**config.mk**
```make
export PLATFORM = sky130hd
export DESIGN_NAME = serial_frame_receiver
export DESIGN_NICKNAME = d
export VERILOG_FILES = /design/src/rtl/chess_link_pkg.sv /design/src/rtl/link_strobe_detect.sv /design/src/rtl/serial_frame_receiver.sv
export SDC_FILE = /design/constraint.sdc
export NUM_CORES = 1
export LEC_CHECK = 0
export CORE_MARGIN = 2
export CORE_UTILIZATION = 45
export CTS_CLUSTER_SIZE = 20
export DETAILED_ROUTE_END_ITERATION = 10
export GPL_ROUTABILITY_DRIVEN = 0
export PLACE_DENSITY = 0.73
export SYNTH_ARGS = -nofsm -noshare
export SYNTH_HDL_FRONTEND = slang
export SYNTH_SLANG_ARGS = --single-unit
```
**constraint.sdc**
```tcl
create_clock -name clk -period 4.3 [get_ports clk]
set_input_delay 0.645 -clock clk [delete_from_list [all_inputs] [get_ports clk]]
set_output_delay 0.645 -clock clk [all_outputs]
set_load 0.02 [all_outputs]
```
**src/rtl/chess_link_pkg.sv**
```systemverilog
`default_nettype none
// ============================================================================
//  Module      : chess_link_pkg
//  Description : Shared definitions for the ChessTimer serial display link.
//                Both the display-side serializer and the receiver import
//                this package so command encodings and frame width agree.
//  Revision    : 1.0 - initial release
// ============================================================================
package chess_link_pkg;

   // Link command encodings carried on OPER
   localparam logic [1:0] OP_NOP   = 2'b00;
   localparam logic [1:0] OP_SHIFT = 2'b01;
   localparam logic [1:0] OP_LATCH = 2'b10;
   localparam logic [1:0] OP_CLEAR = 2'b11;

   // Default payload width of one display frame
   localparam int DEF_DATA_W = 24;

   // Receiver frame-assembly states
   typedef enum logic [1:0] {
      ST_IDLE  = 2'd0,
      ST_RECV  = 2'd1,
      ST_ABORT = 2'd2
   } rx_state_t;

   // Width of a counter that must hold values 0..n inclusive
   function automatic int cnt_width(input int n);
      return (n < 1) ? 1 : $clog2(n + 1);
   endfunction

endpackage : chess_link_pkg
`default_nettype wire

```
**src/rtl/link_strobe_detect.sv**
```systemverilog
`default_nettype none
// ============================================================================
//  Module      : link_strobe_detect
//  Description : Rising-edge detector for the link command enable. Emits a
//                single-cycle strobe so a held ENB executes one command only.
//  Revision    : 1.0 - initial release
// ============================================================================
module link_strobe_detect (
   input  logic clk,
   input  logic rst,
   input  logic enb,
   output logic stb
);

   logic r_enb_prev;

   // Remember last cycle's ENB level
   always_ff @(posedge clk or posedge rst) begin
      if (rst) begin
         r_enb_prev <= 1'b0;
      end else begin
         r_enb_prev <= enb;
      end
   end

   assign stb = enb & ~r_enb_prev;

endmodule : link_strobe_detect
`default_nettype wire

```
**src/rtl/serial_frame_receiver.sv**
```systemverilog
`default_nettype none
// ============================================================================
//  Module      : serial_frame_receiver
//  Description : Receiving end of the ChessTimer serial display link. Shifts
//                in MSB-first frames, hands completed words to the display
//                controller through a one-entry valid/ack holding register,
//                and flags malformed frames, overruns and stalled transfers.
//                Optional build macro SERIAL_RX_PARITY_EN appends one even
//                parity bit to every frame.
//  Revision    : 1.0 - initial release
// ============================================================================
module serial_frame_receiver
   import chess_link_pkg::*;
#(
   parameter int DATA_W      = DEF_DATA_W,
   parameter int TIMEOUT_CYC = 1000000
) (
   input  logic              clk,
   input  logic              rst,
   input  logic              sData,
   input  logic [1:0]        OPER,
   input  logic              ENB,
   input  logic              linkRst,
   input  logic              dAck,
   input  logic              errClr,
   output logic [DATA_W-1:0] dataOut,
   output logic              dValid,
   output logic              ldcReady,
   output logic              frameErr,
   output logic              overrun
);

`ifdef SERIAL_RX_PARITY_EN
   localparam int FRAME_LEN = DATA_W + 1;
`else
   localparam int FRAME_LEN = DATA_W;
`endif
   localparam int CNT_W = cnt_width(FRAME_LEN);
   localparam int TO_W  = (TIMEOUT_CYC > 1) ? $clog2(TIMEOUT_CYC) : 1;

   rx_state_t             r_state;
   rx_state_t             w_state_nxt;
   logic [FRAME_LEN-1:0]  r_shreg;
   logic [FRAME_LEN-1:0]  w_shreg_nxt;
   logic [CNT_W-1:0]      r_bitcnt;
   logic [CNT_W-1:0]      w_bitcnt_nxt;
   logic [DATA_W-1:0]     r_dout;
   logic [DATA_W-1:0]     w_dout_nxt;
   logic                  r_dvalid;
   logic                  w_dvalid_nxt;
   logic                  r_ferr;
   logic                  r_ovr;
   logic                  w_ferr_set;
   logic                  w_ovr_set;
   logic                  w_stb;
   logic                  w_full;
   logic                  w_par_ok;
   logic                  w_timeout;
   logic [DATA_W-1:0]     w_payload;

   link_strobe_detect u_strobe (
      .clk (clk),
      .rst (rst),
      .enb (ENB),
      .stb (w_stb)
   );

   assign w_full    = (r_bitcnt == CNT_W'(FRAME_LEN));
   // Payload sits in the top DATA_W bits; a parity bit, if any, arrives last
   assign w_payload = r_shreg[FRAME_LEN-1 -: DATA_W];

`ifdef SERIAL_RX_PARITY_EN
   assign w_par_ok  = ~(^r_shreg);
`else
   assign w_par_ok  = 1'b1;
`endif

   generate
      if (TIMEOUT_CYC > 0) begin : g_timeout
         logic [TO_W-1:0] r_tocnt;

         // Count idle cycles since the last command while a frame is open
         always_ff @(posedge clk or posedge rst) begin
            if (rst) begin
               r_tocnt <= '0;
            end else if (r_state != ST_RECV || w_stb || linkRst) begin
               r_tocnt <= '0;
            end else if (!w_timeout) begin
               r_tocnt <= r_tocnt + TO_W'(1);
            end
         end

         assign w_timeout = (r_state == ST_RECV) &&
                            (r_tocnt == TO_W'(TIMEOUT_CYC - 1));
      end else begin : g_no_timeout
         assign w_timeout = 1'b0;
      end
   endgenerate

   // Next-state, datapath and flag-event decode
   always_comb begin
      w_state_nxt  = r_state;
      w_shreg_nxt  = r_shreg;
      w_bitcnt_nxt = r_bitcnt;
      w_dout_nxt   = r_dout;
      w_dvalid_nxt = r_dvalid & ~dAck;
      w_ferr_set   = 1'b0;
      w_ovr_set    = 1'b0;

      if (linkRst) begin
         // Link reset beats any command strobe in the same cycle
         w_state_nxt  = ST_IDLE;
         w_shreg_nxt  = '0;
         w_bitcnt_nxt = '0;
         w_dvalid_nxt = 1'b0;
      end else begin
         case (r_state)
            ST_ABORT: begin
               w_state_nxt  = ST_IDLE;
               w_shreg_nxt  = '0;
               w_bitcnt_nxt = '0;
            end
            default: begin
               if (w_stb) begin
                  case (OPER)
                     OP_SHIFT: begin
                        if (w_full) begin
                           w_ferr_set   = 1'b1;
                           w_shreg_nxt  = '0;
                           w_bitcnt_nxt = '0;
                           w_state_nxt  = ST_ABORT;
                        end else begin
                           w_shreg_nxt  = {r_shreg[FRAME_LEN-2:0], sData};
                           w_bitcnt_nxt = r_bitcnt + CNT_W'(1);
                           w_state_nxt  = ST_RECV;
                        end
                     end
                     OP_LATCH: begin
                        if (!w_full || !w_par_ok) begin
                           w_ferr_set = 1'b1;
                        end else if (!r_dvalid || dAck) begin
                           w_dout_nxt   = w_payload;
                           w_dvalid_nxt = 1'b1;
                        end else begin
                           w_ovr_set = 1'b1;
                        end
                        w_shreg_nxt  = '0;
                        w_bitcnt_nxt = '0;
                        w_state_nxt  = ST_IDLE;
                     end
                     OP_CLEAR: begin
                        w_shreg_nxt  = '0;
                        w_bitcnt_nxt = '0;
                        w_state_nxt  = ST_IDLE;
                     end
                     default: begin
                     end
                  endcase
               end else if (r_state == ST_RECV && w_timeout) begin
                  w_ferr_set   = 1'b1;
                  w_shreg_nxt  = '0;
                  w_bitcnt_nxt = '0;
                  w_state_nxt  = ST_ABORT;
               end
            end
         endcase
      end
   end

   // State register
   always_ff @(posedge clk or posedge rst) begin
      if (rst) begin
         r_state <= ST_IDLE;
      end else begin
         r_state <= w_state_nxt;
      end
   end

   // Shift register and bit counter
   always_ff @(posedge clk or posedge rst) begin
      if (rst) begin
         r_shreg  <= '0;
         r_bitcnt <= '0;
      end else begin
         r_shreg  <= w_shreg_nxt;
         r_bitcnt <= w_bitcnt_nxt;
      end
   end

   // One-entry holding register towards the display controller
   always_ff @(posedge clk or posedge rst) begin
      if (rst) begin
         r_dout   <= '0;
         r_dvalid <= 1'b0;
      end else begin
         r_dout   <= w_dout_nxt;
         r_dvalid <= w_dvalid_nxt;
      end
   end

   // Sticky error flags; a new error outranks a simultaneous clear
   always_ff @(posedge clk or posedge rst) begin
      if (rst) begin
         r_ferr <= 1'b0;
         r_ovr  <= 1'b0;
      end else begin
         if (w_ferr_set) begin
            r_ferr <= 1'b1;
         end else if (errClr) begin
            r_ferr <= 1'b0;
         end
         if (w_ovr_set) begin
            r_ovr <= 1'b1;
         end else if (errClr) begin
            r_ovr <= 1'b0;
         end
      end
   end

   assign dataOut  = r_dout;
   assign dValid   = r_dvalid;
   assign ldcReady = ~r_dvalid;
   assign frameErr = r_ferr;
   assign overrun  = r_ovr;

endmodule : serial_frame_receiver
`default_nettype wire

```
Yosys cells after proc, flatten, opt, wreduce, memory -nomap -nowiden

Index checks and enable logic that the tools add are counted.

Bitwise operators: 7
Reduce and logical (&&, ||, !) cells: 12
Multiplexer cells: 42
Equality and inequality tests: 10
Add/sub/neg operators: 2

Operators with widths:

| kind                                                                    | count |
|---|---|
| 24-bit 2-to-1 mux                                                       | 5 |
| 24-bit case mux with 2 select lines                                     | 1 |
| 20-bit 2-to-1 mux                                                       | 2 |
| 5-bit 2-to-1 mux                                                        | 5 |
| 1-bit 2-to-1 mux                                                        | 21 |
| 20-bit by 1-bit adder with 20-bit output, second input constant         | 1 |
| 20-bit equality test, second input constant                             | 1 |
| 2-bit 2-to-1 mux                                                        | 5 |
| 5-bit case mux with 2 select lines                                      | 1 |
| 2-bit equality test, second input constant                              | 3 |
| 6-bit AND reduction                                                     | 1 |
| 5-bit by 1-bit adder with 5-bit output, second input constant           | 1 |
| 5-bit equality test, second input constant                              | 1 |
| 5-bit by 3-bit inequality test with 1-bit output, second input constant | 1 |
| 1-bit inverter                                                          | 5 |
| 2-bit by 1-bit equality test with 1-bit output, second input constant   | 2 |
| 2-bit by 1-bit inequality test with 1-bit output, second input constant | 2 |
| 2-bit case mux with 2 select lines                                      | 1 |
| 2-bit nonzero test                                                      | 2 |
| 4-bit nonzero test                                                      | 1 |
| 1-bit logical OR                                                        | 3 |
| 1-bit bitwise AND                                                       | 2 |
| 1-bit logical AND                                                       | 2 |
| 1-bit case mux with 2 select lines                                      | 1 |
| other kinds (3)                                                         | 3 |

Flip-flop bits (word level): 79
Input bits: 9

Logic depth before layout (Yosys ltp)

Gate-level depths: netlist (run 1).

Depth after elaboration: 9
Mapped depth: 8

Hierarchy

A second synthesis (run 1) with hierarchy kept.

Cell total of the unflattened synthesis: 285
Area total of the unflattened synthesis: 3,612.2 um^2

By module, submodules not included:

| module                | instances | cells each | sequential area each (um^2) | area each (um^2) |
|---|---|---|---|---|
| serial_frame_receiver | 1         | 282        | 1,951.9                     | 3,569.7 |
| link_strobe_detect    | 1         | 3          | 25.0                        | 42.5 |

Worst setup path after synthesis (run 1)

Ideal clock, no wire load.

Kind: in2reg
From: in linkRst
To: reg r_dout[0] (netlist: dataOut[0])
Cell stages on the path: 7
Library setup time: 0.125 ns
Arrival time: 1.893 ns
Path slack: 2.282 ns
Buffers on the path: 2
Required time: 4.175 ns
Path through: inv_1 -> nand2_4 -> or3_4 -> nor2b_2 -> buf_6 -> buf_12 -> mux2_4

Word-level cells in the longest chain between the ends: 2

RTL lines:

| element                              | RTL line                     | source |
|---|---|---|
| start: declaration                   | serial_frame_receiver.sv:23  | `input logic linkRst,` |
| 1-bit inverter (no source line)      | --                           |  |
| 6-bit AND reduction (no source line) | --                           |  |
| end signal: assignment               | serial_frame_receiver.sv:196 | `r_dout <= w_dout_nxt;` |
| end: declaration                     | serial_frame_receiver.sv:47  | `logic [DATA_W-1:0] r_dout;` |

Every way passes these cells.
A chain may end at the register's enable or synchronous reset.

Final worst setup path (run 1)

From: in OPER[1]
To: reg r_dout[22] (netlist: dataOut[22])

Word-level cells in the longest chain between the ends: 2

RTL lines:

| element                              | RTL line                     | source |
|---|---|---|
| start: declaration                   | serial_frame_receiver.sv:21  | `input logic [1:0] OPER,` |
| 2-bit equality test                  | serial_frame_receiver.sv:125 | `case (OPER)` |
| 6-bit AND reduction (no source line) | --                           |  |

Every way passes these cells.

==> results.py, run 1 <==
metrics = {
    "status": {
        "status": "finished, final reports clean",
    },
    "clocking": {
        "cts_root_buffer": "clkbuf_8",
        "ctsLongestPathBuffers": 2,
        "ctsResizeCount": 0,
        "cts_tree": "yes",
        "clkSinkCount": 79,
        "cts_max_level": 3,
        "insertion_delay_ps": 340,
        "clk_pin_slew_ps": 80,
        "cts_buffers": 9,
        "cts_hold_buffers": 0,
        "postCtsSetupBuffers": 0,
    },
    "sta": {
        "finalMaxSlewViolations": 0,
        "fin_crit_sh_pct": 63.97,
        "maxSlewHeadroom_pct": 37.24,
        "hold_viol": 0,
        "tns_ps": 0,
        "period_needed_ps": 2751,
        "max_slew.worst_pin.slew_ps": 940.4,
        "clock_skew_ps": 8.292,
        "finalSetupViolations": 0,
        "rsz0062_at_grt": "false",
        "fmax_mhz": 363.5,
        "whs_ps": 504.4,
    },
    "yosys": {
        "syn_area_um2": 3517,
        "synth_xor_xnor_area_share_pct": 3.984,
        "synth_top_family_by_area": "simple AND/OR/NAND/NOR gates",
        "synth_seq_area_share_pct": 56.21,
        "synthFlopType": "dfrtp_1",
        "synth_top_area_share_pct": 56.21,
        "ys_warn_count": 0,
        "yosysMostFrequentCell": "dfrtp_1",
        "yosysUniqueCellTypes": 49,
        "synth_fa_ha_area_share_pct": 1.067,
        "synth-async-reset-ratio_pct": 100.0,
        "synthTopCellsByCount": "dfrtp_1 (79), nor2_1 (29), a22o_1 (26)",
        "synth_seq_cells": 79,
        "synth_top_area_cell": "dfrtp_1",
        "synth_nets": 293,
        "synthTopCellsByArea": "dfrtp_1 (56%), mux2_4 (8.5%), a22o_1 (6.5%)",
        "syn_area_per_cell_um2": 12.52,
        "synth_edf_count": 0,
        "synth_compound_area_share_pct": 11.13,
        "synthCells": 281,
        "synth_mux_area_share_pct": 9.819,
        "synthSimpleGateAreaFrac_pct": 13.84,
    },
    "power_and_ir_drop": {
        "p_leak_nw": 1.820,
        "ir_drop_v": 0.0001313,
        "power.total_w": 0.001358,
        "power.density_nw_per_um2": 328.2,
    },
    "layout": {
        "fill_cells": 647,
        "layout-drive-gt1-share_pct": 17.90,
        "final-seq-area_um2": 1977,
        "fin_util_pct": 54.09,
        "fin_nets": 331,
        "stdcell_count": 426,
        "area_growth_pct": 17.61,
        "multi_input_area_um2": 1409,
        "antennaDiodeCount": 0,
    },
    "placement": {
        "dp_cells": 410,
        "port_buffers": 36,
        "dp_hpwl_um": 4198,
    },
    "drt": {
        "first_pass_iters": 4,
        "top_layer_used": "met4",
        "drc_errors": 0,
        "wl_um": 6254,
        "met3_length_um": 160,
        "post_drt_wl_per_cell_um": 14.68,
        "met2WireLength_um": 2952,
        "drt_iter0_markers": 94,
        "via_per_inst": 5.254,
        "ant_nets": 0,
        "via_count": 2238,
        "wl_met1_um": 3050,
    },
    "grt": {
        "antenna_found_initial": 0,
        "track_usage_pct": 16.37,
        "grt_max_degree": 58,
        "overflow": 0,
        "grt_pass1_vias": 2264,
        "grt_pass1_wl_um": 11070,
    },
    "floorplan": {
        "row_count": 32,
        "dieArea_um2": 8539,
        "die_w_um": 92.41,
        "ios": 37,
        "core_area_um2": 7647,
        "die_h_um": 92.41,
        "start_util_pct": 45.99,
    },
    "worst_hold_path": {
        "whs_endpoint": "r_bitcnt[0]$_DFFE_PP0P_",
        "holdPathStages": 1,
        "hold_class": "reg2reg",
        "min_from": "r_bitcnt[0]$_DFFE_PP0P_",
    },
    "worst_setup_path": {
        "reg2reg_from": "r_bitcnt[0]$_DFFE_PP0P_",
        "crit_path_top_delay_cell": "nor2b_4",
        "crit_path_end_kind": "flop",
        "critPathMaxStageDelay_ps": 720,
        "reg2regPathDepth": 6,
        "arrival_ps": 2980,
        "critPathLaunchType": "input port",
        "r2r_end": "dataOut[22]$_DFFE_PP0P_",
        "crit_chain": "clkdlybuf4s50_1, nor2b_1, nand2_1, or3_4, nor2b_4, mux2_2",
        "reg2reg_slack_ps": 1710,
        "path_class": "in2reg",
        "crit_path_max_fanout": 24,
        "required_ps": 4530,
    },
    "run": {
        "drv_cap": 0,
    },
}
[worst max path at each step]
stage / to / from / cells past startpoint
global route: dataOut[22]$_DFFE_PP0P_ / OPER[1] / 6
CTS: dataOut[22]$_DFFE_PP0P_ / OPER[1] / 6
floorplan: dValid$_DFF_PP0_ / rst / 1
finish: dataOut[22]$_DFFE_PP0P_ / OPER[1] / 6
global placement: dataOut[19]$_DFFE_PP0P_ / OPER[1] / 6
detailed placement: dataOut[21]$_DFFE_PP0P_ / OPER[1] / 6
[report_power, final]
| group | leakage [nW] | internal, W | switching, W |
|---|---|---|---|
| Clock | 0.106 | 0.000276 | 0.000282 |
| Combinational | 0.614 | 0.0000174 | 0.0000347 |
| Sequential | 1.10 | 0.000745 | 0.00000281 |
| Total | 1.82 | 0.00104 | 0.000319 |
[flip-flops by register name (all words and copies together) (netlist names), 2 cells and up]
signal             flops
dataOut               24
g_timeout.r_tocnt     20
r_bitcnt               5
r_shreg               24
r_state                2
[cells by family (layout without fill, tap and decap cells)]
group                      count (synthesis)  count (layout)
muxes                                     24              24
adders and majority gates                  3               3
DFF                                       79              79
buffers and inverters                     21              64
and+or+nand+nor                           88              88
AOI/OAI and AO/OA                         50              50
xor gates and xnor gates                  16              16
[critical path, delay by kind of cell]
kind | cells | cell delay (ps)
mux | 1 | 420
buf+inv | 1 | 550
simple gates | 4 | 1350
[per-stage QoR]
stage	worst slack [ps]	instance area (um2)
after floorplan	1632	3517
after global placement	1241	3931
after detailed placement	1156	3931
after CTS	1527	4136
after global routing	1359	4136
final	1549	4136
[cell usage in the layout, fill, tap and decap left out, types with 2 or more instances in the layout]
cell type / netlist / routed
xor2_1: 13 / 13
or2_2: 2 / 2
a31oi_1: 2 / 2
clkdlybuf4s50_1: 0 / 36
a21oi_1: 5 / 5
or3_1: 3 / 3
xnor2_1: 3 / 3
inv_1: 9 / 8
ha_1: 3 / 3
buf_4: 1 / 3
clkinv_4: 0 / 3
nor2b_1: 2 / 2
o2111ai_1: 2 / 2
dfrtp_1: 79 / 79
mux2_4: 20 / 20
o211ai_1: 2 / 2
nor3_1: 2 / 2
o21ai_0: 4 / 4
nand4b_1: 4 / 4
nand4_1: 6 / 6
nand2_1: 19 / 19
nor2_1: 29 / 28
a22o_1: 26 / 26
nor4_1: 2 / 2
mux2_2: 4 / 4
clkinv_2: 0 / 2
clkbuf_8: 0 / 9
nand3_1: 7 / 7
[metal layers]
| layer | GRT usage, % | vias to the layer above |
|---|---|---|
| li1 | - | 1078 |
| met1 | 22.92 | 1118 |
| met2 | 25.67 | 34 |
| met3 | 2.441 | 8 |
| met4 | 6.716 | 0 |
| met5 | 0 | - |
[layout make-up]
cell class,count,share of cell area (%)
Sequential cell,79,47.79
Multi-Input combinational cell,181,34.06
Timing Repair Buffer,39,9.256
Tap cell,102,3.085
Clock buffer,9,2.995
Clock inverter,7,1.966
Inverter,9,0.8469
(Power assumes the default switching activity.)
==> run 2: changes to the inputs <==
PLACE_DENSITY = 0.75   (was 0.73)
clock period = 2.5 ns   (was 4.3 ns; I/O delays follow)
==> results.py, run 2 (same netlist as run 1, synthesis figures left out) <==
metrics = {
    "clocking": {
        "cts_buffers": 9,
        "clkSinkCount": 79,
        "cts_max_level": 3,
        "cts_root_buffer": "clkbuf_8",
        "cts_hold_buffers": 0,
        "clk_pin_slew_ps": 90,
        "cts_tree": "yes",
        "postCtsSetupBuffers": 0,
        "ctsResizeCount": 0,
        "ctsLongestPathBuffers": 2,
        "insertion_delay_ps": 350,
    },
    "worst_setup_path": {
        "critPathLaunchType": "flop",
        "crit_path_end_kind": "flop",
        "arrival_ps": 2420,
        "crit_family": "simple AND/OR/NAND/NOR gates",
        "reg2reg_slack_ps": 310,
        "crit_path_max_fanout": 24,
        "crit_path_top_delay_cell": "or3_4",
        "reg2regPathDepth": 7,
        "required_ps": 2730,
        "critPathBufInv": 2,
        "critPathMaxStageDelay_ps": 440,
        "path_class": "reg2reg",
        "r2r_end": "dataOut[19]$_DFFE_PP0P_",
        "crit_start": "r_bitcnt[0]$_DFFE_PP0P_",
        "reg2reg_from": "r_bitcnt[0]$_DFFE_PP0P_",
        "crit_chain": "inv_1, ha_1, nand4b_1, or3_4, nor2b_2, buf_12, mux2_2",
    },
    "grt": {
        "overflow": 0,
        "grt_pass1_wl_um": 11030,
        "grt_max_degree": 32,
        "track_usage_pct": 16.26,
        "grt_pass1_vias": 2282,
        "antenna_found_initial": 0,
    },
    "drt": {
        "ant_nets": 0,
        "via_per_inst": 5.276,
        "drc_errors": 0,
        "drt_iter0_markers": 138,
        "via_count": 2274,
        "first_pass_iters": 4,
        "wl_um": 6382,
        "post_drt_wl_per_cell_um": 14.81,
    },
    "sta": {
        "fmax_mhz": 456.8,
        "maxSlewHeadroom_pct": 57.88,
        "fin_crit_sh_pct": 87.58,
        "hold_viol": 0,
        "max_slew.worst_pin.slew_ps": 626.0,
        "whs_ps": 381.1,
        "clock_skew_ps": 9.849,
        "period_needed_ps": 2189,
        "rsz0062_at_grt": "false",
        "finalSetupViolations": 0,
        "finalMaxSlewViolations": 0,
        "tns_ps": 0,
    },
    "layout": {
        "fill_cells": 627,
        "final_cell_mix": "dfrtp_1 (79), clkdlybuf4s50_1 (36), nor2_1 (28)",
        "area_growth_pct": 19.85,
        "final_common_cell": "dfrtp_1",
        "fin_nets": 336,
        "layout-drive-gt1-share_pct": 19.15,
        "antennaDiodeCount": 0,
    },
    "floorplan": {
        "row_count": 32,
        "die_h_um": 92.41,
        "dieArea_um2": 8539,
        "ios": 37,
        "start_util_pct": 45.99,
        "core_area_um2": 7647,
        "die_w_um": 92.41,
    },
    "power_and_ir_drop": {
        "power.density_nw_per_um2": 558.4,
        "p_leak_nw": 1.853,
        "ir_drop_v": 0.0002659,
        "power.total_w": 0.002354,
    },
    "status": {
        "status": "finished, final reports clean",
    },
    "placement": {
        "dp_hpwl_um": 4305,
        "port_buffers": 36,
    },
    "worst_hold_path": {
        "hold_class": "in2async",
    },
    "run": {
        "drv_cap": 0,
    },
}
## run 2: cell count changes in the layout (fill, tap and decap cells not counted), sizes merged
cell,before,now
buf,3,8
clkinv,5,4
inv,10,11
## run 2: worst register-to-register path: stages (launching register included)
cell and delay, ps:
dfrtp_1 420, inv_1 100, ha_1 150, nand4b_1 220, or3_4 440, nor2b_2 160, buf_12 210, mux2_2 370
## run 2: area by class of cell
class	count	area, um2	share of cell area (%)
Clock buffer	9	123.9	2.939
Clock inverter	7	78.83	1.870
Inverter	9	33.78	0.8014
Multi-Input combinational cell	181	1404	33.30
Sequential cell	79	1977	46.90
Tap cell	102	127.6	3.028
Timing Repair Buffer	44	470.5	11.16
## run 2: worst max path at each step
| stage | to | slack (ps) | cells after the start |
|---|---|---|---|
| final | dataOut[19]$_DFFE_PP0P_ | 310 | 7 |
| after global routing | dataOut[20]$_DFFE_PP0P_ | 180 | 7 |
| after detailed placement | dataOut[21]$_DFFE_PP0P_ | 70 | 7 |
| after floorplan | dValid$_DFF_PP0_ | 100 | 1 |
| after global placement | dataOut[19]$_DFFE_PP0P_ | 150 | 7 |
| after CTS | dataOut[21]$_DFFE_PP0P_ | 310 | 7 |
## run 2: power by group
part | total [W] | internal, W | switching [W]
clock | 0.000966 | 0.000472 | 0.000495
combinational | 0.000101 | 0.0000397 | 0.0000616
sequential | 0.00129 | 0.00128 | 0.00000491
## run 2: metrics by stage
step / setup WS, ps / area [um2] / util, % / cells
5_1_grt: 177.6 / 4215 / 55.12 / 431
3_5_place_dp: 66.10 / 4013 / 52.47 / 415
4_1_cts: 312.7 / 4215 / 55.12 / 431
3_3_place_gp: 149.1 / 4013 / 52.47 / 415
6_report: 310.6 / 4215 / 55.12 / 431
2_1_floorplan: 101.6 / 3517 / - / 281
## run 2: per-layer routing
layer	routed length, um	global-route usage, %
met1	2984	21.58
met2	3110	26.76
met3	173	2.766
met4	113	6.343
met5	0	0
==> run 3: changes to the inputs <==
CTS_CLUSTER_SIZE = 16   (was 20)
==> results of run 3 <==
Same layout as run 2: the final DEF is identical, and so are final timing and power.
